## src/rtl/rsa256_host_if.sv

```systemverilog
// rsa256_host_if: host-side front end of the RSA256 core.
// Assembles N, E and a stream of ciphertext blocks from a byte stream
// (MSB-first), hands {a,e,n} to the core, then streams the low OUT_BYTES
// bytes of each result back out MSB-first.
//
// Ports:
//   i_clk, i_rst                      clock (rising edge), async active-high reset
//   i_rx_data/i_rx_val/o_rx_rdy       incoming byte stream
//   o_tx_data/o_tx_val/i_tx_rdy       outgoing byte stream
//   o_src_val/i_src_rdy, o_a/o_e/o_n  operand handshake to the core
//   i_result_val/o_result_rdy/i_result  result handshake from the core
//   o_busy                            high in every state except RX_N
module rsa256_host_if #(
    parameter int unsigned WIDTH     = 256,
    parameter int unsigned IN_BYTES  = WIDTH / 8,
    parameter int unsigned OUT_BYTES = 31
) (
    input  logic             i_clk,
    input  logic             i_rst,
    input  logic [7:0]       i_rx_data,
    input  logic             i_rx_val,
    output logic             o_rx_rdy,
    output logic [7:0]       o_tx_data,
    output logic             o_tx_val,
    input  logic             i_tx_rdy,
    output logic             o_src_val,
    input  logic             i_src_rdy,
    output logic [WIDTH-1:0] o_a,
    output logic [WIDTH-1:0] o_e,
    output logic [WIDTH-1:0] o_n,
    input  logic             i_result_val,
    output logic             o_result_rdy,
    input  logic [WIDTH-1:0] i_result,
    output logic             o_busy
);

    localparam int unsigned CNT_W = $clog2(IN_BYTES) + 1;
    localparam int unsigned RES_W = OUT_BYTES * 8;

    typedef enum logic [2:0] {
        S_RX_N     = 3'd0,
        S_RX_E     = 3'd1,
        S_RX_A     = 3'd2,
        S_REQ      = 3'd3,
        S_WAIT_RES = 3'd4,
        S_TX       = 3'd5
    } state_t;

    state_t             state_q;
    state_t             state_d;
    logic [CNT_W-1:0]   cnt_q;
    logic [WIDTH-1:0]   n_q;
    logic [WIDTH-1:0]   e_q;
    logic [WIDTH-1:0]   a_q;
    logic [RES_W-1:0]   res_q;
    logic               result_rdy_q;

    logic               rx_fire;
    logic               tx_fire;
    logic               rx_last;
    logic               tx_last;

    // Result bits above RES_W are never transmitted (result < n < 2^RES_W).
    logic [WIDTH-RES_W-1:0] unused_res_hi;
    assign unused_res_hi = i_result[WIDTH-1:RES_W];

    assign rx_fire = i_rx_val & o_rx_rdy;
    assign tx_fire = o_tx_val & i_tx_rdy;
    assign rx_last = rx_fire && (cnt_q == CNT_W'(IN_BYTES - 1));
    assign tx_last = tx_fire && (cnt_q == CNT_W'(OUT_BYTES - 1));

    // State register
    always_ff @(posedge i_clk or posedge i_rst) begin
        if (i_rst) begin
            state_q <= S_RX_N;
        end else begin
            state_q <= state_d;
        end
    end

    // Next-state logic
    always_comb begin
        state_d = state_q;
        case (state_q)
            S_RX_N:     if (rx_last)      state_d = S_RX_E;
            S_RX_E:     if (rx_last)      state_d = S_RX_A;
            S_RX_A:     if (rx_last)      state_d = S_REQ;
            S_REQ:      if (i_src_rdy)    state_d = S_WAIT_RES;
            S_WAIT_RES: if (i_result_val) state_d = S_TX;
            S_TX:       if (tx_last)      state_d = S_RX_A;
            default:                      state_d = S_RX_N;
        endcase
    end

    // Output decode from the state register
    always_comb begin
        o_rx_rdy     = 1'b0;
        o_tx_val     = 1'b0;
        o_src_val    = 1'b0;
        o_busy       = (state_q != S_RX_N);
        o_result_rdy = result_rdy_q;
        o_tx_data    = res_q[RES_W-1 -: 8];
        o_a          = a_q;
        o_e          = e_q;
        o_n          = n_q;
        case (state_q)
            S_RX_N, S_RX_E, S_RX_A: o_rx_rdy  = 1'b1;
            S_REQ:                  o_src_val = 1'b1;
            S_TX:                   o_tx_val  = 1'b1;
            default:                ;
        endcase
    end

    // Field shift registers, result register and byte counter
    always_ff @(posedge i_clk or posedge i_rst) begin
        if (i_rst) begin
            cnt_q        <= '0;
            n_q          <= '0;
            e_q          <= '0;
            a_q          <= '0;
            res_q        <= '0;
            result_rdy_q <= 1'b0;
        end else begin
            result_rdy_q <= (state_q == S_WAIT_RES) && i_result_val;

            case (state_q)
                S_RX_N:     if (rx_fire) n_q <= {n_q[WIDTH-9:0], i_rx_data};
                S_RX_E:     if (rx_fire) e_q <= {e_q[WIDTH-9:0], i_rx_data};
                S_RX_A:     if (rx_fire) a_q <= {a_q[WIDTH-9:0], i_rx_data};
                S_WAIT_RES: if (i_result_val) res_q <= i_result[RES_W-1:0];
                S_TX:       if (tx_fire) res_q <= {res_q[RES_W-9:0], 8'h00};
                default:    ;
            endcase

            // Shared counter: rx and tx are never active in the same state
            if (rx_last || tx_last) begin
                cnt_q <= '0;
            end else if (rx_fire || tx_fire) begin
                cnt_q <= cnt_q + CNT_W'(1);
            end
        end
    end

endmodule
```

## config.mk

```make
export PLATFORM = sky130hd
export DESIGN_NAME = rsa256_host_if
export DESIGN_NICKNAME = d
export VERILOG_FILES = /design/src/rtl/rsa256_host_if.sv
export SDC_FILE = /design/constraint.sdc
export NUM_CORES = 2
export LEC_CHECK = 0
export BUFFER_PORTS_ARGS = -buffer_cell sky130_fd_sc_hd__buf_2
export CAP_MARGIN = 5
export CORE_AREA = 2 2 403 405
export CTS_CLUSTER_DIAMETER = 100
export DETAILED_ROUTE_END_ITERATION = 10
export DIE_AREA = 0 0 405 407
export GPL_ROUTABILITY_DRIVEN = 0
export PLACE_DENSITY = 0.54
export SYNTH_ARGS = -nofsm -noshare
export SYNTH_HDL_FRONTEND = slang
export SYNTH_SLANG_ARGS = --single-unit
```

## constraint.sdc

```tcl
create_clock -name i_clk -period 29.5 [get_ports i_clk]
set_clock_uncertainty 0.15 [all_clocks]
set_input_delay 1.475 -clock i_clk [delete_from_list [all_inputs] [get_ports i_clk]]
set_output_delay 1.475 -clock i_clk [all_outputs]
set_load 0.1 [all_outputs]
```

==> out/metrics.csv <==
metric,value,unit
Switch Pwr,2260,µW
vias in the first global route,25900,
Cells after Synth,2756,
CTS root buf,clkbuf_16,
Max Slew Vio Count,0,
FF-to-FF Start,state_q[0],
Peak supply drop,0.101,mV
synthesized area per cell,14.6,µm²
Sink Count,1026,
sequential fraction of the synthesis area,63.6,%
"count leader, synth",dfrtp_1,
DRC,0,
most numerous cell on the critical path,buf_4,
GRT Util Overall,14.4,%
hpwl dp,90.9,mm
Congestion Overflow GR,0,
sequential share of power,34.4,%
share of cells above drive strength 1,51.1,%
Synth Flop Type,dfrtp_1,
H-tree depth,3,
Antenna Violating Nets Remaining,0,
clk slew on worst S/H paths,60,ps
Worst Hold Launch,o_a[119],
# placed instances,5807,
cts bufs inserted,116,
reg2reg setup slack,25280,ps
Initial Utilization,25.2,%
row count,147,
nets@finish,4037,
asr flop ratio synth,100,%
CTS resizes,0,
Synth area leaders,"dfrtp_1, mux2_2, mux2i_1, o21ai_0, nand2_1",
I/O pin count,1051,
CP max stage delay,870,ps
Worst Path Arrival,4860,ps
Syn. warnings,0,
maximum clock rate,223,MHz
final setup violation count,0,
Yosys cell types,38,
total routed wirelength,124,mm
worst skew pair latency,740,ps
R2R Path End,res_q[29],
Post-Syn Area,0.0404,mm²
routed len/inst,20.5,µm
max cap viols,0,
# hold bufs at CTS,0,
Hold Crit Depth,1,
Synthesized Nets,3028,
Clock Power Share,29.7,%
DIE AREA,0.165,mm²
Post-Layout Cell Count,6031,
worst hold-check path type,register to register,
"EDFF count, synth",0,
number of setup buffers added after CTS,0,
initial antenna violation count,15,
CP max FO,275,
Yosys reg bits,1026,
drt initial violations,1665,
Setup CP Type,input port to register,
CP max-delay cell,buf_4,
switching share of power,45.1,%
die height,407,µm
fin crit share,15.2,%
largest area contributor in the netlist,dfrtp_1,
Final min period,4490,ps
Setup crit end kind,register,
Area Overhead vs Synth,27.5,%
P_int,2750,µW
Synth top area share,63.6,%
Final Power,5010,µW
DR pass1 iterations,5,
worst-path cell chain,buf_2 > and4bb_2 > a21oi_4 > buf_4 > buf_12 > buf_4 > o21ai_0,
Final Hold Fails,0,
critical path's top delay family,buffers and inverters,
Hold Path Sink,o_a[127],
global-route wire length before repair,178,mm
largest net degree at the start of global routing,276,
leak pwr,0.0262,µW
worst rel slew slack,22.0,%
core box area,0.160,mm²
status,"complete, no violations",
maximum clock path buffer count,3,
setup tns final,0,ps
TritonCTS clock tree,done,
routed vias,25700,
CP startpoint kind,input port,
Tightest Pin Transition,1170,ps
Cell Pwr Density,97.2,mW/mm²
R2R depth,6,
Critical Path RT,29870,ps
unrepaired setup endpoints after global routing,no,
Crit path buffers/inverters,4,
synth cell count leaders,"dfrtp_1, mux2_2, nand2_1",
Die W,405,µm
Comb power frac,35.9,%
IO buf count,1042,
vias per cell,4.26,
per-layer routing:
layer,routed length [µm],GRT usage [%],vias up
met1,48500,16.8,13000
met4,3040,4.27,14
met3,9590,4.93,181
li1,-,-,11700
met5,122,0,-
met2,62500,24.8,697
flip-flops by register name, summed over array words and instances, names as in the netlist:
signal,cells
cnt_q,6
o_a,256
o_e,256
o_n,256
o_result_rdy,1
res_q,248
state_q,3
stage by stage:
stage                     utilization [%]  cell area (µm²)  hold slack (ps)  worst slack [ps]
final                                32.1            51500              318             25010
after floorplan                         -            40400              299             13730
after CTS                            32.1            51500              326             25080
after detailed placement             29.6            47500              315             24240
after global routing                 32.1            51500              320             24730
after global placement               29.6            47500              311             24290
how the worst max path moves through the flow:
stage                             from         to  depth (start not counted)
after global routing      i_result_val  res_q[42]                          7
after global placement    i_result_val  res_q[39]                          7
after detailed placement  i_result_val  res_q[42]                          7
after floorplan                  i_rst   cnt_q[0]                          1
after CTS                 i_result_val  res_q[29]                          7
final                     i_result_val  res_q[29]                          7
cell families (layout without fill, tap and decap cells):
kind of cell	Yosys count	after routing	synth area share, %
multiplexers	1009	1009	27.4
flip-flops	1026	1026	63.6
other	0	7	0
AO/OA/AOI/OAI	269	269	3.50
AND/OR/NAND/NOR	266	266	2.65
adder cells (fa/ha/maj)	2	2	0.0620
buffers and inverters	184	1292	2.80
cell usage in the layout, fill, tap and decap left out, types with 5 or more instances in the layout:
master / count
mux2_1: 61
o21ai_0: 188
clkbuf_16: 117
clkbuf_1: 29
clkinv_16: 5
a22o_1: 9
a21oi_1: 5
inv_8: 5
clkbuf_8: 25
buf_4: 20
buf_2: 1042
buf_12: 6
mux2i_1: 240
clkinv_2: 23
bufinv_16: 8
mux2_2: 708
dfrtp_1: 1026
nand2_1: 245
diode_2: 7
o21ai_1: 57
power groups by stage:
stage / Clock, µW / Combinational, µW / Sequential [µW]
2_1_floorplan: 0 / 292 / 2910
6_report: 1480 / 1800 / 1720
3_5_place_dp: 0 / 1810 / 1750
5_1_grt: 1590 / 1840 / 1750
4_1_cts: 1530 / 1820 / 1730
3_3_place_gp: 0 / 1810 / 1740
final cells by class:
class                           count  area, µm²
Tap cell                         2160       2700
Inverter                            7       37.5
Antenna cell                        7       17.5
Clock inverter                     46        602
Clock buffer                      171       3380
Multi-Input combinational cell   1546      13600
Sequential cell                  1026      25700
Timing Repair Buffer             1068       5490
Fill cell                       16200     109000
Note: power is estimated with default switching activity, not from simulation.
